--- config.mk ---
export PLATFORM = sky130hd
export DESIGN_NAME = axis_char_tx_flat
export DESIGN_NICKNAME = d
export VERILOG_FILES = /design/src/rtl/axis_char_tx_if.sv /design/src/rtl/axis_char_tx.sv /design/src/flat_wrapper.sv
export SDC_FILE = /design/constraint.sdc
export NUM_CORES = 1
export LEC_CHECK = 0
export CAP_MARGIN = 20
export CORE_AREA = 2 2 117 119
export DETAILED_ROUTE_END_ITERATION = 8
export DIE_AREA = 0 0 119 121
export PLACE_DENSITY = 0.86
export SYNTH_ARGS = -nofsm -noshare
export SYNTH_HDL_FRONTEND = slang
export SYNTH_SLANG_ARGS = --single-unit
--- constraint.sdc ---
create_clock -name ap_clk -period 5.02 [get_ports ap_clk]
set_clock_uncertainty 0.1 [all_clocks]
set_input_delay 1.004 -clock ap_clk [delete_from_list [all_inputs] [get_ports ap_clk]]
set_output_delay 1.004 -clock ap_clk [all_outputs]
set_load 0.02 [all_outputs]
--- src/rtl/axis_char_tx_if.sv ---
// rtl/axis_char_tx_if.sv - AXI-Stream style character stream bundle
interface axis_char_tx_if #(
   parameter int DATA_W = 8
);
   logic [DATA_W-1:0] tdata;
   logic              tvalid;
   logic              tlast;
   logic              tready;

   modport master (output tdata, output tvalid, output tlast, input tready);
   modport slave  (input tdata, input tvalid, input tlast, output tready);
endinterface

--- src/rtl/axis_char_tx.sv ---
// rtl/axis_char_tx.sv - store-and-forward character framer driving an AXI-Stream master
module axis_char_tx #(
   parameter int DATA_W = 8,
   parameter int DEPTH  = 16,
   parameter int ADDR_W = 4
) (
   input  logic              ap_clk,
   input  logic              ap_rst,
   input  logic              wr_en,
   input  logic [DATA_W-1:0] wr_data,
   input  logic              wr_last,
   output logic              full,
   axis_char_tx_if.master    m_axis,
   output logic              ovf,
   output logic              trunc,
   output logic [15:0]       tx_frames
);

   localparam logic [0:0] S_IDLE = 1'b0;
   localparam logic [0:0] S_SEND = 1'b1;

   localparam logic [ADDR_W:0]   CNT_FULL      = (ADDR_W+1)'(DEPTH);
   localparam logic [ADDR_W:0]   CNT_LAST_FREE = (ADDR_W+1)'(DEPTH-1);
   localparam logic [ADDR_W:0]   CNT_ONE       = (ADDR_W+1)'(1);
   localparam logic [ADDR_W:0]   CNT_ZERO      = '0;
   localparam logic [ADDR_W-1:0] PTR_ONE       = ADDR_W'(1);

   // Each entry is {last, data}
   logic [DATA_W:0]   mem [DEPTH];
   logic [ADDR_W-1:0] wr_ptr;
   logic [ADDR_W-1:0] rd_ptr;
   logic [ADDR_W:0]   count;
   logic [ADDR_W:0]   count_nxt;
   logic [ADDR_W:0]   frame_cnt;
   logic [0:0]        state;

   logic wr_acc;
   logic force_last;
   logic wr_last_eff;
   logic pop;
   logic head_last;
   logic fr_inc;
   logic fr_dec;

   // Write acceptance, forced frame termination and pop/frame bookkeeping
   always_comb begin
      wr_acc      = wr_en && !full;
      // Filling the last slot with no complete frame buffered would deadlock,
      // so the incoming byte closes the frame.
      force_last  = wr_acc && !wr_last && (count == CNT_LAST_FREE) && (frame_cnt == CNT_ZERO);
      wr_last_eff = wr_last || force_last;
      head_last   = mem[rd_ptr][DATA_W];
      pop         = (state == S_SEND) && m_axis.tready;
      fr_inc      = wr_acc && wr_last_eff;
      fr_dec      = pop && head_last;
      count_nxt   = count;
      if (wr_acc && !pop) begin
         count_nxt = count + CNT_ONE;
      end else if (!wr_acc && pop) begin
         count_nxt = count - CNT_ONE;
      end
   end

   // Stream outputs present the buffer head only while sending; head is never
   // overwritten because it is an occupied slot.
   assign m_axis.tvalid = (state == S_SEND);
   assign m_axis.tdata  = (state == S_SEND) ? mem[rd_ptr][DATA_W-1:0] : '0;
   assign m_axis.tlast  = (state == S_SEND) && head_last;

   // Buffer storage, written only on accepted pushes
   always_ff @(posedge ap_clk) begin
      if (wr_acc) begin
         mem[wr_ptr] <= {wr_last_eff, wr_data};
      end
   end

   // Pointers, occupancy, frame count, sticky flags, frame counter and FSM
   always_ff @(posedge ap_clk) begin
      if (ap_rst) begin
         wr_ptr    <= '0;
         rd_ptr    <= '0;
         count     <= '0;
         full      <= 1'b0;
         frame_cnt <= '0;
         ovf       <= 1'b0;
         trunc     <= 1'b0;
         tx_frames <= '0;
         state     <= S_IDLE;
      end else begin
         if (wr_acc) begin
            wr_ptr <= wr_ptr + PTR_ONE;
         end
         if (pop) begin
            rd_ptr <= rd_ptr + PTR_ONE;
         end
         count <= count_nxt;
         full  <= (count_nxt == CNT_FULL);

         if (fr_inc && !fr_dec) begin
            frame_cnt <= frame_cnt + CNT_ONE;
         end else if (!fr_inc && fr_dec) begin
            frame_cnt <= frame_cnt - CNT_ONE;
         end

         if (wr_en && full) begin
            ovf <= 1'b1;
         end
         if (force_last) begin
            trunc <= 1'b1;
         end
         if (fr_dec) begin
            tx_frames <= tx_frames + 16'd1;
         end

         case (state)
            S_IDLE: begin
               if (frame_cnt != CNT_ZERO) begin
                  state <= S_SEND;
               end
            end
            S_SEND: begin
               if (fr_dec) begin
                  state <= S_IDLE;
               end
            end
            default: state <= S_IDLE;
         endcase
      end
   end

endmodule

--- src/flat_wrapper.sv ---
// flat-port wrapper written by rule: the top's interface ports become plain ports
module axis_char_tx_flat 
#(
   parameter int DATA_W = 8,
   parameter int DEPTH  = 16,
   parameter int ADDR_W = 4
)
  (ap_clk, ap_rst, wr_en, wr_data, wr_last, full, ovf, trunc, tx_frames, m_axis_tdata, m_axis_tvalid, m_axis_tlast, m_axis_tready);
  axis_char_tx_if #(.DATA_W(DATA_W)) m_axis_i ();
  input  logic ap_clk;
  input  logic ap_rst;
  input  logic wr_en;
  input  logic [DATA_W-1:0] wr_data;
  input  logic wr_last;
  output logic full;
  output logic ovf;
  output logic trunc;
  output logic [15:0] tx_frames;
  output wire logic [$bits(m_axis_i.tdata)-1:0] m_axis_tdata;
  output wire logic [$bits(m_axis_i.tvalid)-1:0] m_axis_tvalid;
  output wire logic [$bits(m_axis_i.tlast)-1:0] m_axis_tlast;
  input wire logic [$bits(m_axis_i.tready)-1:0] m_axis_tready;
  assign m_axis_tdata = m_axis_i.tdata;
  assign m_axis_tvalid = m_axis_i.tvalid;
  assign m_axis_tlast = m_axis_i.tlast;
  assign m_axis_i.tready = m_axis_tready;
  axis_char_tx #(.DATA_W(DATA_W), .DEPTH(DEPTH), .ADDR_W(ADDR_W)) u_core (.ap_clk(ap_clk), .ap_rst(ap_rst), .wr_en(wr_en), .wr_data(wr_data), .wr_last(wr_last), .full(full), .m_axis(m_axis_i), .ovf(ovf), .trunc(trunc), .tx_frames(tx_frames));
endmodule
==> impl_metrics.prom, run 1 <==
# TYPE chip_impl_metric gauge
chip_impl_metric{name="synthCells",unit=""} 459
chip_impl_metric{name="synth_enable_flop_cells",unit=""} 144
chip_impl_metric{name="multi_input_comb_area",unit="um2"} 2300
chip_impl_metric{name="async_reset_ff_share",unit="%"} 0
chip_impl_metric{name="crit_fanout",unit=""} 14
chip_impl_metric{name="path_buf_inv",unit=""} 2
chip_impl_metric{name="boundaryPins",unit=""} 42
chip_impl_metric{name="synth.yosys.warnings",unit=""} 0
chip_impl_metric{name="max-slew-margin-rel",unit="%"} 20.8
chip_impl_metric{name="dp_hpwl",unit="mm"} 10.0
chip_impl_metric{name="setup_total_negative_slack",unit="ns"} 0
chip_impl_metric{name="wire_length_of_the_first_global_routing_pass",unit="mm"} 26.9
chip_impl_metric{name="whs_path_depth",unit=""} 2
chip_impl_metric{name="fill_cells",unit=""} 780
chip_impl_metric{name="detail-route-antenna-nets",unit=""} 0
chip_impl_metric{name="final_net_count",unit=""} 538
chip_impl_metric{name="total_leakage_power",unit="nW"} 2.92
chip_impl_metric{name="finish.cell_count_without_fillers",unit=""} 700
chip_impl_metric{name="timing.final.crit_period",unit="ns"} 4.37
chip_impl_metric{name="h-tree-depth",unit=""} 4
chip_impl_metric{name="cellPowerDensity",unit="nW/um2"} 429
chip_impl_metric{name="design.core.area",unit="um2"} 13100
chip_impl_metric{name="maximum_number_of_pins_on_one_net_before_global_route_repair",unit=""} 34
chip_impl_metric{name="drc",unit=""} 0
chip_impl_metric{name="critical_path_arrival",unit="ns"} 3.27
chip_impl_metric{name="detail_route.iter0.violations",unit=""} 617
chip_impl_metric{name="first_global_vias",unit=""} 4600
chip_impl_metric{name="layout.area.seq",unit="um2"} 5170
chip_impl_metric{name="postCtsHoldBufs",unit=""} 0
chip_impl_metric{name="grt_util_all_layers",unit="%"} 26.1
chip_impl_metric{name="vias_per_cell",unit=""} 6.46
chip_impl_metric{name="drv.max_cap_violation_count",unit=""} 0
chip_impl_metric{name="post_cts.repair.setup_buffers",unit=""} 0
chip_impl_metric{name="grt_overflow",unit=""} 0
chip_impl_info{name="path_common_cell",value="mux4_2"} 1
chip_impl_metric{name="number_of_standard_cell_rows_in_the_floorplan",unit=""} 42
chip_impl_metric{name="synthesis_stage_register_bit_count",unit=""} 186
chip_impl_metric{name="die_y",unit="um"} 121
chip_impl_info{name="synthFlopType",value="edfxtp_1"} 1
chip_impl_info{name="worstHoldPathType",value="reg2reg"} 1
chip_impl_metric{name="mappedNetlistNets",unit=""} 486
chip_impl_metric{name="total_die_area",unit="um2"} 14400
chip_impl_info{name="cp_top_family",value="multiplexers"} 1
chip_impl_metric{name="worstMarginPinSlew",unit="ns"} 1.18
chip_impl_metric{name="syn2layout_area_growth",unit="%"} 16.1
chip_impl_metric{name="post_synth.cell_area_avg",unit="um2"} 16.6
chip_impl_metric{name="largest_vdd_supply_drop",unit="mV"} 0.221
chip_impl_info{name="critical_path.startpoint_type",value="flop"} 1
chip_impl_metric{name="portBuffers",unit=""} 41
chip_impl_metric{name="worstRegToRegCells",unit=""} 11
chip_impl_info{name="crit_path_end_kind",value="output pin"} 1
chip_impl_metric{name="post_cts.resized_instances",unit=""} 0
chip_impl_info{name="worst_path_max_delay_cell",value="dfxtp_2"} 1
chip_impl_metric{name="maxSlewViolCount",unit=""} 0
chip_impl_info{name="tritoncts",value="yes"} 1
chip_impl_metric{name="critical_path_data_required_time",unit="ns"} 3.92
chip_impl_metric{name="place_inst",unit=""} 664
chip_impl_metric{name="finalSetupViolCount",unit=""} 0
chip_impl_info{name="clock-root-buffer",value="clkbuf_16"} 1
chip_impl_metric{name="critPathMaxStageDelay",unit="ns"} 0.65
chip_impl_info{name="run_status",value="completed"} 1
chip_impl_metric{name="die_x",unit="um"} 119
chip_impl_info{name="cell_chain_of_the_critical_path",value="buf_4, mux4_2, mux4_2, and2_1, clkdlybuf4s50_1"} 1
chip_impl_metric{name="final_layout_size_suffix_gt1_share",unit="%"} 16.8
chip_impl_metric{name="cts_buffers",unit=""} 17
chip_impl_metric{name="vias",unit=""} 4520
chip_impl_metric{name="numClockSinks",unit=""} 186
chip_impl_metric{name="clkTransAtPathRegs",unit="ns"} 0.07
chip_impl_metric{name="netlist-cell-type-count",unit=""} 47
chip_impl_metric{name="wl_per_cell",unit="um"} 25.3
chip_impl_metric{name="synth_sequential_area_ratio",unit="%"} 67.8
chip_impl_metric{name="drt_pre_antenna_iters",unit=""} 8
chip_impl_metric{name="number_of_cells_on_the_critical_path",unit=""} 5
chip_impl_metric{name="clk_path_buf_depth",unit=""} 2
chip_impl_metric{name="timing.final.hold_violations",unit=""} 0
chip_impl_info{name="critPathKind",value="reg2out"} 1
chip_impl_metric{name="antennaDiodeCount",unit=""} 0
chip_impl_metric{name="clock.fmax",unit="MHz"} 229
chip_impl_info{name="setup_repair_after_global_routing_missed_its_margin",value="false"} 1
chip_impl_metric{name="layout_worst_path_cycle_share",unit="%"} 87.2
chip_impl_metric{name="place.gp.congestion",unit=""} 0.782
chip_impl_metric{name="initial_standard_cell_utilization_of_the_core",unit="%"} 58.2
chip_impl_metric{name="area_of_the_mapped_netlist",unit="um2"} 7620
chip_impl_metric{name="routed_wl",unit="mm"} 17.7
chip_impl_metric{name="clkLatencyLatePin",unit="ns"} 0.43
chip_impl_metric{name="grt_antenna_before_repair",unit=""} 0
[flip-flops by register name, summed over array words and instances (netlist names), named ones only]
signal                flops
u_core.mem              144
u_core.full               1
u_core.trunc              1
u_core.tx_frames         16
u_core.wr_ptr             4
u_core.ovf                1
u_core.rd_ptr             4
u_core.frame_cnt          5
u_core.m_axis.tvalid      1
u_core.count              5
[synthesized netlist by cell type, drive strengths merged (2+ instances only)]
library cell / n / area, um2
a211oi: 3 / 22.5
a21o: 3 / 22.5
a21oi: 13 / 65.1
and2: 11 / 68.8
and3: 7 / 43.8
buf: 13 / 82.6
clkbuf: 10 / 37.5
dfxtp: 42 / 841
edfxtp: 144 / 4320
ha: 13 / 163
inv: 9 / 33.8
mux2i: 3 / 30.0
mux4: 45 / 1040
nand2: 18 / 83.8
nand2b: 4 / 25.0
nand3: 18 / 90.1
nand4: 4 / 25.0
nor2: 41 / 154
nor2b: 2 / 12.5
nor3: 4 / 20.0
nor4: 2 / 18.8
o21a: 2 / 15.0
o21ai: 7 / 35.0
or3: 5 / 31.3
or4: 3 / 22.5
xnor2: 9 / 78.8
xor2: 11 / 96.3
[cell type report]
class / instances / area share (%)
Sequential cell: 186 / 58.4
Multi-Input combinational cell: 241 / 26.0
Timing Repair Buffer: 56 / 6.09
Clock buffer: 18 / 4.85
Tap cell: 176 / 2.49
Clock inverter: 14 / 1.75
Inverter: 9 / 0.382
[layout by cell type (no fill, tap or decap), types with 4 or more instances in the layout]
master / instances
nand4_1: 4
nand3_1: 18
mux4_2: 37
clkbuf_16: 17
dfxtp_1: 41
and3_1: 7
nand2_1: 17
inv_1: 9
o21ai_0: 5
buf_4: 11
edfxtp_1: 144
clkdlybuf4s50_1: 41
a21oi_1: 13
xor2_1: 11
mux4_1: 8
nor2_1: 41
or3_1: 5
buf_6: 4
ha_1: 13
nand2b_1: 4
xnor2_1: 9
and2_1: 11
nor3_1: 4
[per-layer routing]
| layer | up-vias | routed length [um] | global-route usage, % |
|---|---|---|---|
| met4 | 0 | 512 | 11.0 |
| li1 | 1889 | - | - |
| met2 | 285 | 9200 | 44.2 |
| met5 | - | 0 | 0 |
| met1 | 2297 | 6540 | 32.4 |
| met3 | 49 | 1420 | 6.34 |
[worst paths after layout]
path	endpoint	slack, ns	from
setup / recovery	m_axis_tdata[6]	0.65	flop
hold / removal	u_core.ovf	0.38	u_core.ovf
setup reg to reg	u_core.frame_cnt[4]	1.08	flop
hold reg to reg	u_core.ovf	0.38	u_core.ovf
[report_power, final]
part           internal [mW]  total, mW  switching [mW]
Sequential              1.73       1.81          0.0853
Combinational          0.319      0.664           0.345
Clock                  0.705       1.32           0.612
[kinds of logic (layout without fill, tap and decap cells)]
group	count (synthesis)	in the layout	synth area share, %
XOR/XNOR	20	20	2.30
buffers and inverters	32	97	2.02
AO/OA/AOI/OAI	36	36	3.01
AND/OR/NAND/NOR	122	122	8.18
flip-flops	186	186	67.8
multiplexers	49	49	14.3
adder cells (fa/ha/maj)	14	14	2.40
[per-stage QoR]
| step | hold slack [ns] | cell area [um2] | power [mW] | worst slack, ns | util (%) |
|---|---|---|---|---|---|
| after floorplan | 0.367 | 7620 | 2.28 | 1.32 | - |
| after global placement | 0.352 | 8200 | 2.45 | 0.799 | 62.7 |
| after detailed placement | 0.368 | 8220 | 2.48 | 0.676 | 62.8 |
| after CTS | 0.382 | 8800 | 3.80 | 0.577 | 67.3 |
| after global routing | 0.403 | 8840 | 3.91 | 0.511 | 67.6 |
| final | 0.378 | 8840 | 3.79 | 0.645 | 67.6 |
[worst reg2reg max path: stages, from the launching register on]
cell and delay, ns:
dfxtp_1 0.78, mux4_2 0.43, mux4_2 0.66, nand2_8 0.19, ha_1 0.21, inv_1 0.10, fa_1 0.42, a21o_1 0.20
a21oi_1 0.20, xnor2_1 0.11, or3_1 0.33, a21oi_1 0.15
Note: power is estimated with default switching activity, not from simulation.
==> inputs of run 2 (changes only) <==
--- a/config.mk
+++ b/config.mk
@@ -6,10 +6,12 @@
 export NUM_CORES = 1
 export LEC_CHECK = 0
 export CAP_MARGIN = 20
-export CORE_AREA = 2 2 117 119
+export CORE_AREA = 2 2 113 115
 export DETAILED_ROUTE_END_ITERATION = 8
-export DIE_AREA = 0 0 119 121
+export DIE_AREA = 0 0 115 117
+export DONT_BUFFER_PORTS = 1
 export PLACE_DENSITY = 0.86
+export SLEW_MARGIN = 15
 export SYNTH_ARGS = -nofsm -noshare
 export SYNTH_HDL_FRONTEND = slang
 export SYNTH_SLANG_ARGS = --single-unit
==> impl_metrics.prom, run 2 (same netlist as run 1, synthesis figures left out) <==
# TYPE chip_impl_metric gauge
chip_impl_metric{name="critical_path_arrival",unit="ns"} 4.40
chip_impl_metric{name="detail_route.iter0.violations",unit=""} 470
chip_impl_metric{name="place.gp.congestion",unit=""} 0.828
chip_impl_info{name="largest_register",value="u_core.mem"} 1
chip_impl_metric{name="cellPowerDensity",unit="nW/um2"} 452
chip_impl_info{name="critical_path.startpoint_type",value="flop"} 1
chip_impl_info{name="mostFrequentLayoutCells",value="edfxtp_1, nor2_1, dfxtp_1, mux4_2, nand3_1"} 1
chip_impl_metric{name="clock.fmax",unit="MHz"} 242
chip_impl_metric{name="holdWs",unit="ns"} 0.399
chip_impl_metric{name="initial_standard_cell_utilization_of_the_core",unit="%"} 61.9
chip_impl_metric{name="layout_worst_path_cycle_share",unit="%"} 82.4
chip_impl_metric{name="post_cts.repair.setup_buffers",unit=""} 0
chip_impl_metric{name="first_global_vias",unit=""} 4174
chip_impl_metric{name="largest_vdd_supply_drop",unit="mV"} 0.262
chip_impl_metric{name="portBuffers",unit=""} 0
chip_impl_info{name="setup_repair_after_global_routing_missed_its_margin",value="false"} 1
chip_impl_metric{name="final_area",unit="um2"} 8420
chip_impl_metric{name="number_of_standard_cell_rows_in_the_floorplan",unit=""} 41
chip_impl_metric{name="dp_hpwl",unit="mm"} 9.35
chip_impl_metric{name="numClockSinks",unit=""} 186
chip_impl_metric{name="finalSetupViolCount",unit=""} 0
chip_impl_metric{name="vias_per_cell",unit=""} 6.53
chip_impl_metric{name="worstMarginPinSlew",unit="ns"} 1.15
chip_impl_info{name="worst_path_max_delay_cell",value="dfxtp_1"} 1
chip_impl_info{name="path_common_cell",value="a21oi_1"} 1
chip_impl_metric{name="clkTransAtPathRegs",unit="ns"} 0.07
chip_impl_metric{name="syn2layout_area_growth",unit="%"} 10.6
chip_impl_metric{name="detail-route-antenna-nets",unit=""} 0
chip_impl_metric{name="wl_per_cell",unit="um"} 25.3
chip_impl_metric{name="final_layout_size_suffix_gt1_share",unit="%"} 17.3
chip_impl_metric{name="drt_pre_antenna_iters",unit=""} 8
chip_impl_info{name="critPathKind",value="reg2reg"} 1
chip_impl_metric{name="total_die_area",unit="um2"} 13500
chip_impl_metric{name="total_leakage_power",unit="nW"} 2.78
chip_impl_metric{name="maxSlewViolCount",unit=""} 0
chip_impl_metric{name="clkLatencyLatePin",unit="ns"} 0.43
chip_impl_metric{name="drc",unit=""} 0
chip_impl_metric{name="timing.final.hold_violations",unit=""} 0
chip_impl_metric{name="cts_buffers",unit=""} 17
chip_impl_info{name="min_from",value="u_core.frame_cnt[4]"} 1
chip_impl_metric{name="grt_overflow",unit=""} 0
chip_impl_metric{name="vias",unit=""} 4110
chip_impl_metric{name="largest_register_ffs",unit=""} 144
chip_impl_info{name="layout.cells.most_common",value="edfxtp_1"} 1
chip_impl_info{name="tritoncts",value="yes"} 1
chip_impl_metric{name="die_x",unit="um"} 115
chip_impl_info{name="worstHoldPathType",value="reg2reg"} 1
chip_impl_metric{name="routed_wl",unit="mm"} 15.9
chip_impl_info{name="cell_chain_of_the_critical_path",value="mux4_1, mux4_2, nand2_8, ha_1, inv_1, fa_1, a21o_1, a21oi_1, xnor2_1, or3_1, a21oi_1"} 1
chip_impl_info{name="clock-root-buffer",value="clkbuf_16"} 1
chip_impl_metric{name="wire_length_of_the_first_global_routing_pass",unit="mm"} 24.1
chip_impl_metric{name="postCtsHoldBufs",unit=""} 0
chip_impl_metric{name="clk_path_buf_depth",unit=""} 2
chip_impl_metric{name="final_net_count",unit=""} 493
chip_impl_metric{name="drv.max_cap_violation_count",unit=""} 0
chip_impl_info{name="run_status",value="completed"} 1
chip_impl_metric{name="post_cts.resized_instances",unit=""} 0
chip_impl_metric{name="critical_path_data_required_time",unit="ns"} 5.28
chip_impl_metric{name="dpl-instance-area",unit="um2"} 7740
chip_impl_metric{name="maximum_number_of_pins_on_one_net_before_global_route_repair",unit=""} 38
chip_impl_metric{name="antennaDiodeCount",unit=""} 0
chip_impl_metric{name="critPathMaxStageDelay",unit="ns"} 0.86
chip_impl_metric{name="timing.final.crit_period",unit="ns"} 4.13
chip_impl_metric{name="boundaryPins",unit=""} 42
chip_impl_metric{name="design.core.area",unit="um2"} 12300
chip_impl_metric{name="die_y",unit="um"} 117
chip_impl_metric{name="max-slew-margin-rel",unit="%"} 22.8
chip_impl_metric{name="crit_fanout",unit=""} 13
chip_impl_metric{name="h-tree-depth",unit=""} 4
chip_impl_info{name="crit_path_end_kind",value="flop"} 1
chip_impl_metric{name="grt_util_all_layers",unit="%"} 25.5
chip_impl_metric{name="grt_antenna_before_repair",unit=""} 0
chip_impl_info{name="reg_top3",value="u_core.mem x144, u_core.tx_frames x16"} 1
chip_impl_metric{name="setup_total_negative_slack",unit="ns"} 0
run 2: cell types whose count changed in the layout (fill, tap and decap cells not counted), moves of 2 or more:
cell | before | now
bufinv_16 | 1 | 5
clkinv_2 | 0 | 2
clkinv_4 | 3 | 0
inv_8 | 3 | 1
buf_4 | 11 | 9
buf_6 | 4 | 2
clkinv_1 | 0 | 2
clkdlybuf4s50_1 | 41 | 0
run 2: power by group:
| part | internal (mW) | switching, mW |
|---|---|---|
| clock | 0.886 | 0.560 |
| sequential | 1.73 | 0.0840 |
| combinational | 0.255 | 0.295 |
| total | 2.87 | 0.939 |
run 2: path summary, 6_finish.rpt:
| kind | endpoint | slack (ns) | cells past startpoint |
|---|---|---|---|
| hold reg to reg | u_core.frame_cnt[4] | 0.40 | 2 |
| hold / removal | u_core.frame_cnt[4] | 0.40 | 2 |
| setup reg to reg | u_core.frame_cnt[4] | 0.89 | 11 |
| setup / recovery | u_core.frame_cnt[4] | 0.89 | 11 |
run 2: worst max-delay path, delay by kind of cell, from the launching register on:
kind                       cells  cell delay [ns]
AOI/OAI and AO/OA              3             0.52
xor gates and xnor gates       1             0.09
adders and majority gates      2             0.62
buffers and inverters          1             0.10
DFF                            1             0.86
muxes                          2             1.29
and+or+nand+nor                2             0.48
run 2: final cells by class:
cell class              instances  area (um2)
flip-flops and latches        186        5170
fillers                       749        3890
multi-input cells             241        2300
clock buffers                  17         425
clock inverters                15         220
well taps                     150         188
repair buffers                 11        90.1
inverters                       9        33.8
run 2: per-stage QoR:
step	utilization [%]	cells	total power, mW	worst slack, ns
finish	68.4	629	3.81	0.885
CTS	68.1	625	3.83	0.853
floorplan	-	459	2.28	1.32
global route	68.4	629	3.94	0.671
detailed placement	62.9	593	2.39	0.943
global placement	62.9	593	2.36	1.06
run 2: metal layers:
layer | vias to the layer above | routed length (um) | global-route usage, %
met3 | 38 | 946 | 7.16
met2 | 180 | 8770 | 43.8
met4 | 0 | 395 | 11.8
li1 | 1805 | - | -
met1 | 2087 | 5820 | 30.3
met5 | - | 0 | 0
==> inputs of run 3 (changes only) <==
--- a/config.mk
+++ b/config.mk
@@ -6,11 +6,11 @@
 export NUM_CORES = 1
 export LEC_CHECK = 0
 export CAP_MARGIN = 20
-export CORE_AREA = 2 2 113 115
+export CORE_AREA = 2 2 119 121
 export DETAILED_ROUTE_END_ITERATION = 8
-export DIE_AREA = 0 0 115 117
+export DIE_AREA = 0 0 121 123
 export DONT_BUFFER_PORTS = 1
-export PLACE_DENSITY = 0.86
+export PLACE_DENSITY = 0.82
 export SLEW_MARGIN = 15
 export SYNTH_ARGS = -nofsm -noshare
 export SYNTH_HDL_FRONTEND = slang
==> constraint.sdc (replaced) <==
create_clock -name ap_clk -period 3.5 [get_ports ap_clk]
set_clock_uncertainty 0.1 [all_clocks]
set_input_delay 0.7 -clock ap_clk [delete_from_list [all_inputs] [get_ports ap_clk]]
set_output_delay 0.7 -clock ap_clk [all_outputs]
set_load 0.02 [all_outputs]
==> impl_metrics.prom, run 3 (same netlist as run 1, synthesis figures left out) <==
# TYPE chip_impl_metric gauge
chip_impl_metric{name="final_layout_size_suffix_gt1_share",unit="%"} 21.3
chip_impl_metric{name="critical_path_data_required_time",unit="ns"} 2.70
chip_impl_metric{name="numClockSinks",unit=""} 186
chip_impl_metric{name="number_of_standard_cell_rows_in_the_floorplan",unit=""} 43
chip_impl_metric{name="drv.max_cap_violation_count",unit=""} 0
chip_impl_info{name="tritoncts",value="yes"} 1
chip_impl_metric{name="worstMarginPinSlew",unit="ns"} 0.594
chip_impl_info{name="cp_top_family",value="multiplexers"} 1
chip_impl_info{name="worstHoldPathType",value="in2reg"} 1
chip_impl_metric{name="final_net_count",unit=""} 512
chip_impl_metric{name="syn2layout_area_growth",unit="%"} 12.8
chip_impl_metric{name="boundaryPins",unit=""} 42
chip_impl_info{name="crit_path_end_kind",value="output pin"} 1
chip_impl_metric{name="maximum_number_of_pins_on_one_net_before_global_route_repair",unit=""} 38
chip_impl_metric{name="layout_worst_path_cycle_share",unit="%"} 96.0
chip_impl_metric{name="comb_pwr_share",unit="%"} 15.9
chip_impl_info{name="worst_path_max_delay_cell",value="mux4_1"} 1
chip_impl_metric{name="worstRegToRegCells",unit=""} 11
chip_impl_metric{name="timing.final.crit_period",unit="ns"} 3.36
chip_impl_metric{name="critical_path_arrival",unit="ns"} 2.56
chip_impl_metric{name="path_buf_inv",unit=""} 1
chip_impl_info{name="layout.cells.most_common",value="edfxtp_1"} 1
chip_impl_metric{name="cts_buffers",unit=""} 17
chip_impl_metric{name="die_x",unit="um"} 121
chip_impl_info{name="min_from",value="ap_rst"} 1
chip_impl_metric{name="intPower",unit="mW"} 4.02
chip_impl_info{name="setup_repair_after_global_routing_missed_its_margin",value="false"} 1
chip_impl_metric{name="total_leakage_power",unit="nW"} 2.86
chip_impl_metric{name="clkTransAtPathRegs",unit="ns"} 0.07
chip_impl_metric{name="timing.final.hold_violations",unit=""} 0
chip_impl_metric{name="max-slew-margin-rel",unit="%"} 60.2
chip_impl_metric{name="h-tree-depth",unit=""} 4
chip_impl_metric{name="place_inst",unit=""} 646
chip_impl_metric{name="grt_overflow",unit=""} 0
chip_impl_metric{name="detail_route.iter0.violations",unit=""} 522
chip_impl_metric{name="power.share.sequential",unit="%"} 47.4
chip_impl_metric{name="dp_hpwl",unit="mm"} 9.78
chip_impl_metric{name="power.total",unit="mW"} 5.42
chip_impl_metric{name="drc",unit=""} 0
chip_impl_metric{name="maxSlewViolCount",unit=""} 0
chip_impl_metric{name="place.gp.congestion",unit=""} 0.787
chip_impl_metric{name="die_y",unit="um"} 123
chip_impl_info{name="largest_register",value="u_core.mem"} 1
chip_impl_info{name="reg_top3",value="u_core.mem x144, u_core.tx_frames x16"} 1
chip_impl_metric{name="p_switching",unit="mW"} 1.40
chip_impl_metric{name="vias_per_cell",unit=""} 6.32
chip_impl_info{name="mostFrequentLayoutCells",value="edfxtp_1, nor2_1, dfxtp_1, mux4_2, buf_4"} 1
chip_impl_info{name="clock-root-buffer",value="clkbuf_16"} 1
chip_impl_metric{name="clkLatencyLatePin",unit="ns"} 0.43
chip_impl_metric{name="drt_pre_antenna_iters",unit=""} 6
chip_impl_metric{name="vias",unit=""} 4282
chip_impl_metric{name="finalSetupViolCount",unit=""} 0
chip_impl_metric{name="initial_standard_cell_utilization_of_the_core",unit="%"} 56.0
chip_impl_metric{name="detail-route-antenna-nets",unit=""} 0
chip_impl_metric{name="power.switching_fraction",unit="%"} 25.9
chip_impl_info{name="run_status",value="completed"} 1
chip_impl_metric{name="first_global_vias",unit=""} 4198
chip_impl_info{name="critPathKind",value="reg2out"} 1
chip_impl_metric{name="cellPowerDensity",unit="nW/um2"} 631
chip_impl_metric{name="crit_fanout",unit=""} 19
chip_impl_metric{name="whs_path_depth",unit=""} 1
chip_impl_metric{name="grt_util_all_layers",unit="%"} 23.4
chip_impl_metric{name="number_of_cells_on_the_critical_path",unit=""} 4
chip_impl_metric{name="finish.cell_count_without_fillers",unit=""} 678
chip_impl_metric{name="clock.fmax",unit="MHz"} 298
chip_impl_metric{name="clk_path_buf_depth",unit=""} 2
chip_impl_metric{name="critPathMaxStageDelay",unit="ns"} 0.61
chip_impl_metric{name="largest_vdd_supply_drop",unit="mV"} 0.434
chip_impl_metric{name="grt_antenna_before_repair",unit=""} 0
chip_impl_metric{name="portBuffers",unit=""} 0
chip_impl_metric{name="routed_wl",unit="mm"} 16.1
chip_impl_info{name="cell_chain_of_the_critical_path",value="buf_12, mux4_2, mux4_1, and2_1"} 1
chip_impl_metric{name="wire_length_of_the_first_global_routing_pass",unit="mm"} 25.0
chip_impl_metric{name="fill_cells",unit=""} 899
chip_impl_metric{name="design.core.area",unit="um2"} 13600
chip_impl_metric{name="antennaDiodeCount",unit=""} 0
chip_impl_info{name="critical_path.startpoint_type",value="flop"} 1
chip_impl_metric{name="clockPowerShare",unit="%"} 36.6
chip_impl_metric{name="total_die_area",unit="um2"} 14900
chip_impl_metric{name="largest_register_ffs",unit=""} 144
chip_impl_metric{name="wl_per_cell",unit="um"} 23.7
## run 3: cell count changes in the layout (fill, tap and decap cells not counted), moves of 2 or more
cell and change:
buf_6 -2, dfxtp_4 +2, clkinv_4 +2, a21oi_1 -2, clkinv_2 -2, buf_4 +20, inv_6 -2, bufinv_16 -2
a21oi_2 +2, clkinvlp_4 +2
## run 3: layout make-up
| class | count | area, um2 | share of cell area, % |
|---|---|---|---|
| clock buffers | 18 | 429 | 4.99 |
| clock inverters | 14 | 189 | 2.20 |
| inverters | 9 | 33.8 | 0.393 |
| multi-input cells | 241 | 2310 | 26.9 |
| flip-flops and latches | 186 | 5170 | 60.2 |
| well taps | 180 | 225 | 2.62 |
| repair buffers | 30 | 238 | 2.77 |
## run 3: what timing repair did
item,in CTS,in global routing
endpoints found under the setup margin,1,4
setup buffers,0,0
resized for setup,1,5
hold buffers,0,0
## run 3: power groups by stage
| stage | sequential, mW | combinational [mW] | clock, mW |
|---|---|---|---|
| floorplan | 2.59 | 0.675 | 0 |
| global placement | 2.61 | 0.818 | 0 |
| detailed placement | 2.62 | 0.844 | 0 |
| CTS | 2.57 | 0.858 | 2.01 |
| global route | 2.58 | 0.945 | 2.10 |
| finish | 2.57 | 0.864 | 1.99 |
## run 3: per-layer routing
layer  global-route usage [%]  wire length, um  vias up  part of all wire (%)
met5                        0                0        -                     0
met4                     7.19              329        0                   2.0
met3                     7.20             1450       29                   9.0
met2                     37.9             8150      224                    51
met1                     30.8             6170     2193                    38
li1                         -                -     1836                     -
## run 3: path summary, 6_finish.rpt
check	end	slack, ns
max	m_axis_tdata[7]	0.14
min reg2reg	u_core.wr_ptr[1]	0.42
min	u_core.tx_frames[10]	0.24
max reg2reg	u_core.frame_cnt[4]	0.14
## run 3: through the flow
stage               setup slack [ns]  utilization, %  hold slack, ns  TNS [ns]  instance area [um2]
floorplan                    0.00795               -           0.367         0                 7620
global placement              0.0834            58.5           0.381         0                 7960
detailed placement           -0.0572            58.5           0.401   -0.0572                 7960
CTS                           0.0159            63.0           0.220         0                 8580
global route                  0.0235            63.1           0.218         0                 8600
finish                         0.139            63.1           0.237         0                 8600
## run 3: worst register-to-register path, stage by stage, from the launching register on
cell and delay [ns]:
dfxtp_4 0.40, mux4_1 0.57, mux4_2 0.55, nand2_8 0.10
ha_1 0.17, inv_1 0.11, fa_2 0.37, a21o_1 0.20
a21oi_2 0.14, xnor2_1 0.08, or3_1 0.33, a21oi_2 0.15
